### config.mk
export PLATFORM = sky130hd
export DESIGN_NAME = axil_arbiter
export DESIGN_NICKNAME = d
export VERILOG_FILES = /design/src/rtl/axil_arbiter.sv
export SDC_FILE = /design/constraint.sdc
export NUM_CORES = 1
export LEC_CHECK = 0
export BUFFER_PORTS_ARGS = -buffer_cell sky130_fd_sc_hd__buf_2
export CAP_MARGIN = 20
export CELL_PAD_IN_SITES_DETAIL_PLACEMENT = 0
export CELL_PAD_IN_SITES_GLOBAL_PLACEMENT = 1
export CORE_AREA = 2 2 176 178
export CTS_CLUSTER_DIAMETER = 30
export DETAILED_ROUTE_END_ITERATION = 16
export DIE_AREA = 0 0 178 180
export GPL_ROUTABILITY_DRIVEN = 0
export GPL_TIMING_DRIVEN = 1
export HOLD_SLACK_MARGIN = 0.12
export PLACE_DENSITY_LB_ADDON = 0.08
export SLEW_MARGIN = 20
export SYNTH_ARGS = -nofsm -noshare
export SYNTH_HDL_FRONTEND = slang
export SYNTH_SLANG_ARGS = --single-unit
export TNS_END_PERCENT = 20
### constraint.sdc
create_clock -name clk -period 2.3 [get_ports clk]
set_input_delay 0.345 -clock clk [delete_from_list [all_inputs] [get_ports clk]]
set_output_delay 0.345 -clock clk [all_outputs]
set_load 0.1 [all_outputs]
### src/rtl/axil_arbiter.sv
// Round-robin arbiter that shares one AXI4-lite master port among S_COUNT requesters.
// The write and read paths arbitrate independently, and each allows one transaction in flight.
module axil_arbiter #(
  parameter int S_COUNT    = 2,
  parameter int DATA_WIDTH = 32,
  parameter int ADDR_WIDTH = 32,
  parameter int STRB_WIDTH = DATA_WIDTH/8
) (
  input  logic                           clk,
  input  logic                           rst,
  input  logic [S_COUNT*ADDR_WIDTH-1:0]  s_axil_awaddr,
  input  logic [S_COUNT*3-1:0]           s_axil_awprot,
  input  logic [S_COUNT-1:0]             s_axil_awvalid,
  output logic [S_COUNT-1:0]             s_axil_awready,
  input  logic [S_COUNT*DATA_WIDTH-1:0]  s_axil_wdata,
  input  logic [S_COUNT*STRB_WIDTH-1:0]  s_axil_wstrb,
  input  logic [S_COUNT-1:0]             s_axil_wvalid,
  output logic [S_COUNT-1:0]             s_axil_wready,
  output logic [S_COUNT*2-1:0]           s_axil_bresp,
  output logic [S_COUNT-1:0]             s_axil_bvalid,
  input  logic [S_COUNT-1:0]             s_axil_bready,
  input  logic [S_COUNT*ADDR_WIDTH-1:0]  s_axil_araddr,
  input  logic [S_COUNT*3-1:0]           s_axil_arprot,
  input  logic [S_COUNT-1:0]             s_axil_arvalid,
  output logic [S_COUNT-1:0]             s_axil_arready,
  output logic [S_COUNT*DATA_WIDTH-1:0]  s_axil_rdata,
  output logic [S_COUNT*2-1:0]           s_axil_rresp,
  output logic [S_COUNT-1:0]             s_axil_rvalid,
  input  logic [S_COUNT-1:0]             s_axil_rready,
  output logic [ADDR_WIDTH-1:0]          m_axil_awaddr,
  output logic [2:0]                     m_axil_awprot,
  output logic                           m_axil_awvalid,
  input  logic                           m_axil_awready,
  output logic [DATA_WIDTH-1:0]          m_axil_wdata,
  output logic [STRB_WIDTH-1:0]          m_axil_wstrb,
  output logic                           m_axil_wvalid,
  input  logic                           m_axil_wready,
  input  logic [1:0]                     m_axil_bresp,
  input  logic                           m_axil_bvalid,
  output logic                           m_axil_bready,
  output logic [ADDR_WIDTH-1:0]          m_axil_araddr,
  output logic [2:0]                     m_axil_arprot,
  output logic                           m_axil_arvalid,
  input  logic                           m_axil_arready,
  input  logic [DATA_WIDTH-1:0]          m_axil_rdata,
  input  logic [1:0]                     m_axil_rresp,
  input  logic                           m_axil_rvalid,
  output logic                           m_axil_rready
);
  localparam int IW = (S_COUNT > 1) ? $clog2(S_COUNT) : 1;
  localparam logic [1:0] ST_IDLE = 2'd0, ST_ADDR = 2'd1, ST_RESP = 2'd2;

  // Returns {found, index}: the first requester at or after ptr, wrapping around.
  function automatic logic [IW:0] rr_pick(input logic [S_COUNT-1:0] req, input logic [IW-1:0] ptr);
    logic [IW:0] res;
    int j;
    res = '0;
    for (int k = S_COUNT-1; k >= 0; k--) begin
      j = (int'(ptr) + k) % S_COUNT;
      if (req[j]) res = {1'b1, j[IW-1:0]};
    end
    return res;
  endfunction

  function automatic logic [IW-1:0] rr_next(input logic [IW-1:0] g);
    return (int'(g) == S_COUNT-1) ? '0 : g + 1'b1;
  endfunction

  logic [1:0]    r_wstate, r_rstate;
  logic [IW-1:0] r_wgnt, r_wptr, r_rgnt, r_rptr;
  logic          r_aw_done, r_w_done;
  logic [IW:0]   w_wpick, w_rpick;
  logic          w_waddr, w_wresp, w_raddr, w_rresp;
  logic          w_aw_hs, w_w_hs, w_b_hs, w_ar_hs, w_r_hs;

  assign w_wpick = rr_pick(s_axil_awvalid, r_wptr);
  assign w_rpick = rr_pick(s_axil_arvalid, r_rptr);
  assign w_waddr = (r_wstate == ST_ADDR);
  assign w_wresp = (r_wstate == ST_RESP);
  assign w_raddr = (r_rstate == ST_ADDR);
  assign w_rresp = (r_rstate == ST_RESP);

  assign m_axil_awaddr  = s_axil_awaddr[r_wgnt*ADDR_WIDTH +: ADDR_WIDTH];
  assign m_axil_awprot  = s_axil_awprot[r_wgnt*3 +: 3];
  assign m_axil_awvalid = w_waddr && !r_aw_done && s_axil_awvalid[r_wgnt];
  assign m_axil_wdata   = s_axil_wdata[r_wgnt*DATA_WIDTH +: DATA_WIDTH];
  assign m_axil_wstrb   = s_axil_wstrb[r_wgnt*STRB_WIDTH +: STRB_WIDTH];
  assign m_axil_wvalid  = w_waddr && !r_w_done && s_axil_wvalid[r_wgnt];
  assign m_axil_bready  = w_wresp && s_axil_bready[r_wgnt];
  assign m_axil_araddr  = s_axil_araddr[r_rgnt*ADDR_WIDTH +: ADDR_WIDTH];
  assign m_axil_arprot  = s_axil_arprot[r_rgnt*3 +: 3];
  assign m_axil_arvalid = w_raddr && s_axil_arvalid[r_rgnt];
  assign m_axil_rready  = w_rresp && s_axil_rready[r_rgnt];

  assign w_aw_hs = m_axil_awvalid && m_axil_awready;
  assign w_w_hs  = m_axil_wvalid && m_axil_wready;
  assign w_b_hs  = m_axil_bvalid && m_axil_bready;
  assign w_ar_hs = m_axil_arvalid && m_axil_arready;
  assign w_r_hs  = m_axil_rvalid && m_axil_rready;

  // Only the granted port sees ready/valid or response data; all other ports read zero.
  always_comb begin
    s_axil_awready = '0;
    s_axil_wready  = '0;
    s_axil_bvalid  = '0;
    s_axil_bresp   = '0;
    s_axil_arready = '0;
    s_axil_rvalid  = '0;
    s_axil_rdata   = '0;
    s_axil_rresp   = '0;
    if (w_waddr) begin
      s_axil_awready[r_wgnt] = m_axil_awready && !r_aw_done;
      s_axil_wready[r_wgnt]  = m_axil_wready && !r_w_done;
    end
    if (w_wresp) begin
      s_axil_bvalid[r_wgnt]        = m_axil_bvalid;
      s_axil_bresp[r_wgnt*2 +: 2]  = m_axil_bresp;
    end
    if (w_raddr) s_axil_arready[r_rgnt] = m_axil_arready;
    if (w_rresp) begin
      s_axil_rvalid[r_rgnt]                         = m_axil_rvalid;
      s_axil_rdata[r_rgnt*DATA_WIDTH +: DATA_WIDTH] = m_axil_rdata;
      s_axil_rresp[r_rgnt*2 +: 2]                   = m_axil_rresp;
    end
  end

  // AW and W may complete in either order or together; both must finish before B is expected.
  always_ff @(posedge clk or posedge rst) begin
    if (rst) begin
      r_wstate  <= ST_IDLE;
      r_wgnt    <= '0;
      r_wptr    <= '0;
      r_aw_done <= 1'b0;
      r_w_done  <= 1'b0;
    end else begin
      case (r_wstate)
        ST_IDLE: if (w_wpick[IW]) begin
          r_wgnt    <= w_wpick[IW-1:0];
          r_aw_done <= 1'b0;
          r_w_done  <= 1'b0;
          r_wstate  <= ST_ADDR;
        end
        ST_ADDR: begin
          r_aw_done <= r_aw_done | w_aw_hs;
          r_w_done  <= r_w_done | w_w_hs;
          if ((r_aw_done | w_aw_hs) && (r_w_done | w_w_hs)) r_wstate <= ST_RESP;
        end
        ST_RESP: if (w_b_hs) begin
          r_wstate <= ST_IDLE;
          r_wptr   <= rr_next(r_wgnt);
        end
        default: r_wstate <= ST_IDLE;
      endcase
    end
  end

  always_ff @(posedge clk or posedge rst) begin
    if (rst) begin
      r_rstate <= ST_IDLE;
      r_rgnt   <= '0;
      r_rptr   <= '0;
    end else begin
      case (r_rstate)
        ST_IDLE: if (w_rpick[IW]) begin
          r_rgnt   <= w_rpick[IW-1:0];
          r_rstate <= ST_ADDR;
        end
        ST_ADDR: if (w_ar_hs) r_rstate <= ST_RESP;
        ST_RESP: if (w_r_hs) begin
          r_rstate <= ST_IDLE;
          r_rptr   <= rr_next(r_rgnt);
        end
        default: r_rstate <= ST_IDLE;
      endcase
    end
  end
endmodule

==> flow_summary.ini <==
[status]
outcome = complete, no violations

[sta]
relSlewSlack_pct = 66.2
grt_setup_unrepaired = no
final_hold_viol_count = 0
maxSlewViolCount = 0
layout_setup_ws_ns = 0.136
hold_slack_ns = 0.113
fin_crit_sh_pct = 94.1
fmax_ghz = 0.462
skew_ns = 0.000413
setup_viol = 0
worstMarginPinSlew_ns = 0.510
layout_min_cycle_time_ns = 2.16
setup-tns-final_ns = 0

[die]
die_w_microns = 178
ios = 458
die_area_sq_um = 32000
rows = 64
initial_utilization_pct = 8.21
fp.dieH_microns = 180
core_region_area_sq_um = 30200

[detailed_routing]
drc = 0
antenna_left = 0
drt_iter0_markers = 82
dr.pass1.iters = 4
finalWirelength_mm = 18.6
num_vias = 3876
wire_per_inst_microns = 16.6
vias_per_cell = 3.45

[place]
post-place-ws_ns = 0.359
post-dp-hpwl_mm = 17.2
placed_cell_area_sq_um = 7590
dpl.cell_count = 1120
io_buffer_count = 457

[worst_setup_path]
cp-end-kind = primary output
r2r_setup_slack_ns = 0.76
critPathKind = reg -> out
worst-path-max-fanout = 51
cp_data_arrival_time_ns = 1.82
cp.required_ns = 1.96
startpoint_type = flip-flop

[global_route]
gr-total-overflow = 0
grt_pass1_wl_mm = 25.7
grt_use_total_pct = 10.8
grt_pass1_vias = 4046
antenna_found_initial = 2
grt_max_degree = 52

[finish]
drive_gt1_share_pct = 80.2
register_area_sq_um = 255
area_growth_pct = 210
fin_area_sq_um = 7680
antenna_cells = 0
fill_cells = 3240
multi_input_comb_area_sq_um = 2060
final_cells = 1124
layout.nets = 994

[synth]
synth_edf_count = 0
synth.most_common_cell = mux2_2
synth_nets = 551
ys_types = 33
syn_inst = 286
netlist_top_cells_count = mux2_2, and2_1, nor2_1
ys_ff_latch = 10
yosysTopAreaCell = mux2_2
syn_area_sq_um = 2480
synth_flop_cell = dfrtp_1
avgSynthCellArea_sq_um = 8.67
async_flop_share_pct = 100
yosys.area.top_type_share_pct = 50.0
ys_warn_count = 0
synth_area_leaders = mux2_2, and2_1, dfrtp_1, buf_2, buf_6
synth_seq_area_share_pct = 10.1

[clock_network]
max-clock-path-buffers = 2
post_cts_buffers = 0
cts_resized = 0
clkSinkCount = 10
ctsHtreeMaxLevel = 1
hold_buffers = 0
cts_buffers = 3
cts_root_buf = clkbuf_16
cts_tree = built
clk_latency_ns = 0.23
clkTransAtPathRegs_ns = 0.04

[power_and_ir_drop]
p_leak_nw = 3.60
ir_drop_mv = 0.580
p_per_area_nw_per_um2 = 1460

[flow_run]
maxCapViolCount = 0

[worst_hold_path]
min_path_type = in -> async
[layout make-up]
type                            instances  share of cell area [%]
Timing Repair Buffer                  462                    61.9
Multi-Input combinational cell        246                    26.9
Tap cell                              396                    6.45
Sequential cell                        10                    3.32
Clock buffer                            4                    1.16
Inverter                                6                   0.293
[power by group]
part	switching (mW)	internal, mW
clock	0.0814	0.261
sequential	0.235	0.251
combinational	6.92	3.43
total	7.24	3.94
[flip-flops by register name, indices dropped and copies added (netlist names)]
| signal | flops |
|---|---|
| r_aw_done | 1 |
| r_rgnt | 1 |
| r_rptr | 1 |
| r_rstate | 2 |
| r_w_done | 1 |
| r_wgnt | 1 |
| r_wptr | 1 |
| r_wstate | 2 |
[metrics by stage]
step | utilization [%] | total power, mW
3_3_place_gp | 25.1 | 10.9
4_1_cts | 25.4 | 11.3
3_5_place_dp | 25.1 | 10.9
2_1_floorplan | - | 7.33
6_report | 25.4 | 11.2
5_1_grt | 25.4 | 11.5
[worst max-delay path: stages, from the launching register on]
cell and delay, ns:
dfrtp_4 0.63, buf_12 0.32, mux2_2 0.42, buf_12 0.17
[cell families (layout without fill, tap and decap cells)]
logic type	Yosys count	after routing	synth area share (%)
DFF	10	10	10.1
muxes	112	112	51.0
buffers and inverters	30	472	7.07
AOI/OAI and AO/OA	18	18	4.59
and+or+nand+nor	116	116	27.3
[layout by cell type, fill, tap and decap left out, types with 3 or more instances in the layout]
| cell | synthesis | final |
|---|---|---|
| buf_2 | 12 | 297 |
| buf_12 | 0 | 162 |
| mux2_2 | 110 | 110 |
| and2_1 | 70 | 70 |
| nor2_1 | 15 | 15 |
| nand2_1 | 11 | 11 |
| dfrtp_1 | 10 | 8 |
| a21oi_1 | 6 | 6 |
| inv_1 | 5 | 5 |
| a31oi_1 | 4 | 4 |
| nor3_1 | 4 | 4 |
| nor2b_1 | 3 | 3 |
| nand3b_1 | 3 | 3 |
| o21ai_0 | 3 | 3 |
| clkbuf_16 | 0 | 3 |
| buf_4 | 2 | 3 |
[path summary, 6_finish.rpt]
path	cells after the start	startpoint	endpoint
min reg2reg	2	r_wptr	r_wptr
max reg2reg	3	r_wgnt	r_wstate[1]
min in group clk	2	s_axil_arvalid[0]	r_rgnt
max in group asynchronous	2	rst	r_wgnt
max	3	r_wgnt	m_axil_wdata[7]
min	2	rst	r_rstate[1]
[routing by layer]
metal  wire length (microns)  GRT usage, %  vias to the layer above  share of wire (%)
met2                   11700          24.7                      216                 63
met4                     209          1.67                        2                1.1
met1                    5210          9.06                     1766                 28
met5                      13             0                        -              0.070
li1                        -             -                     1880                  -
met3                    1470          2.09                       12                7.9
Note: power is estimated with default switching activity, not from simulation.
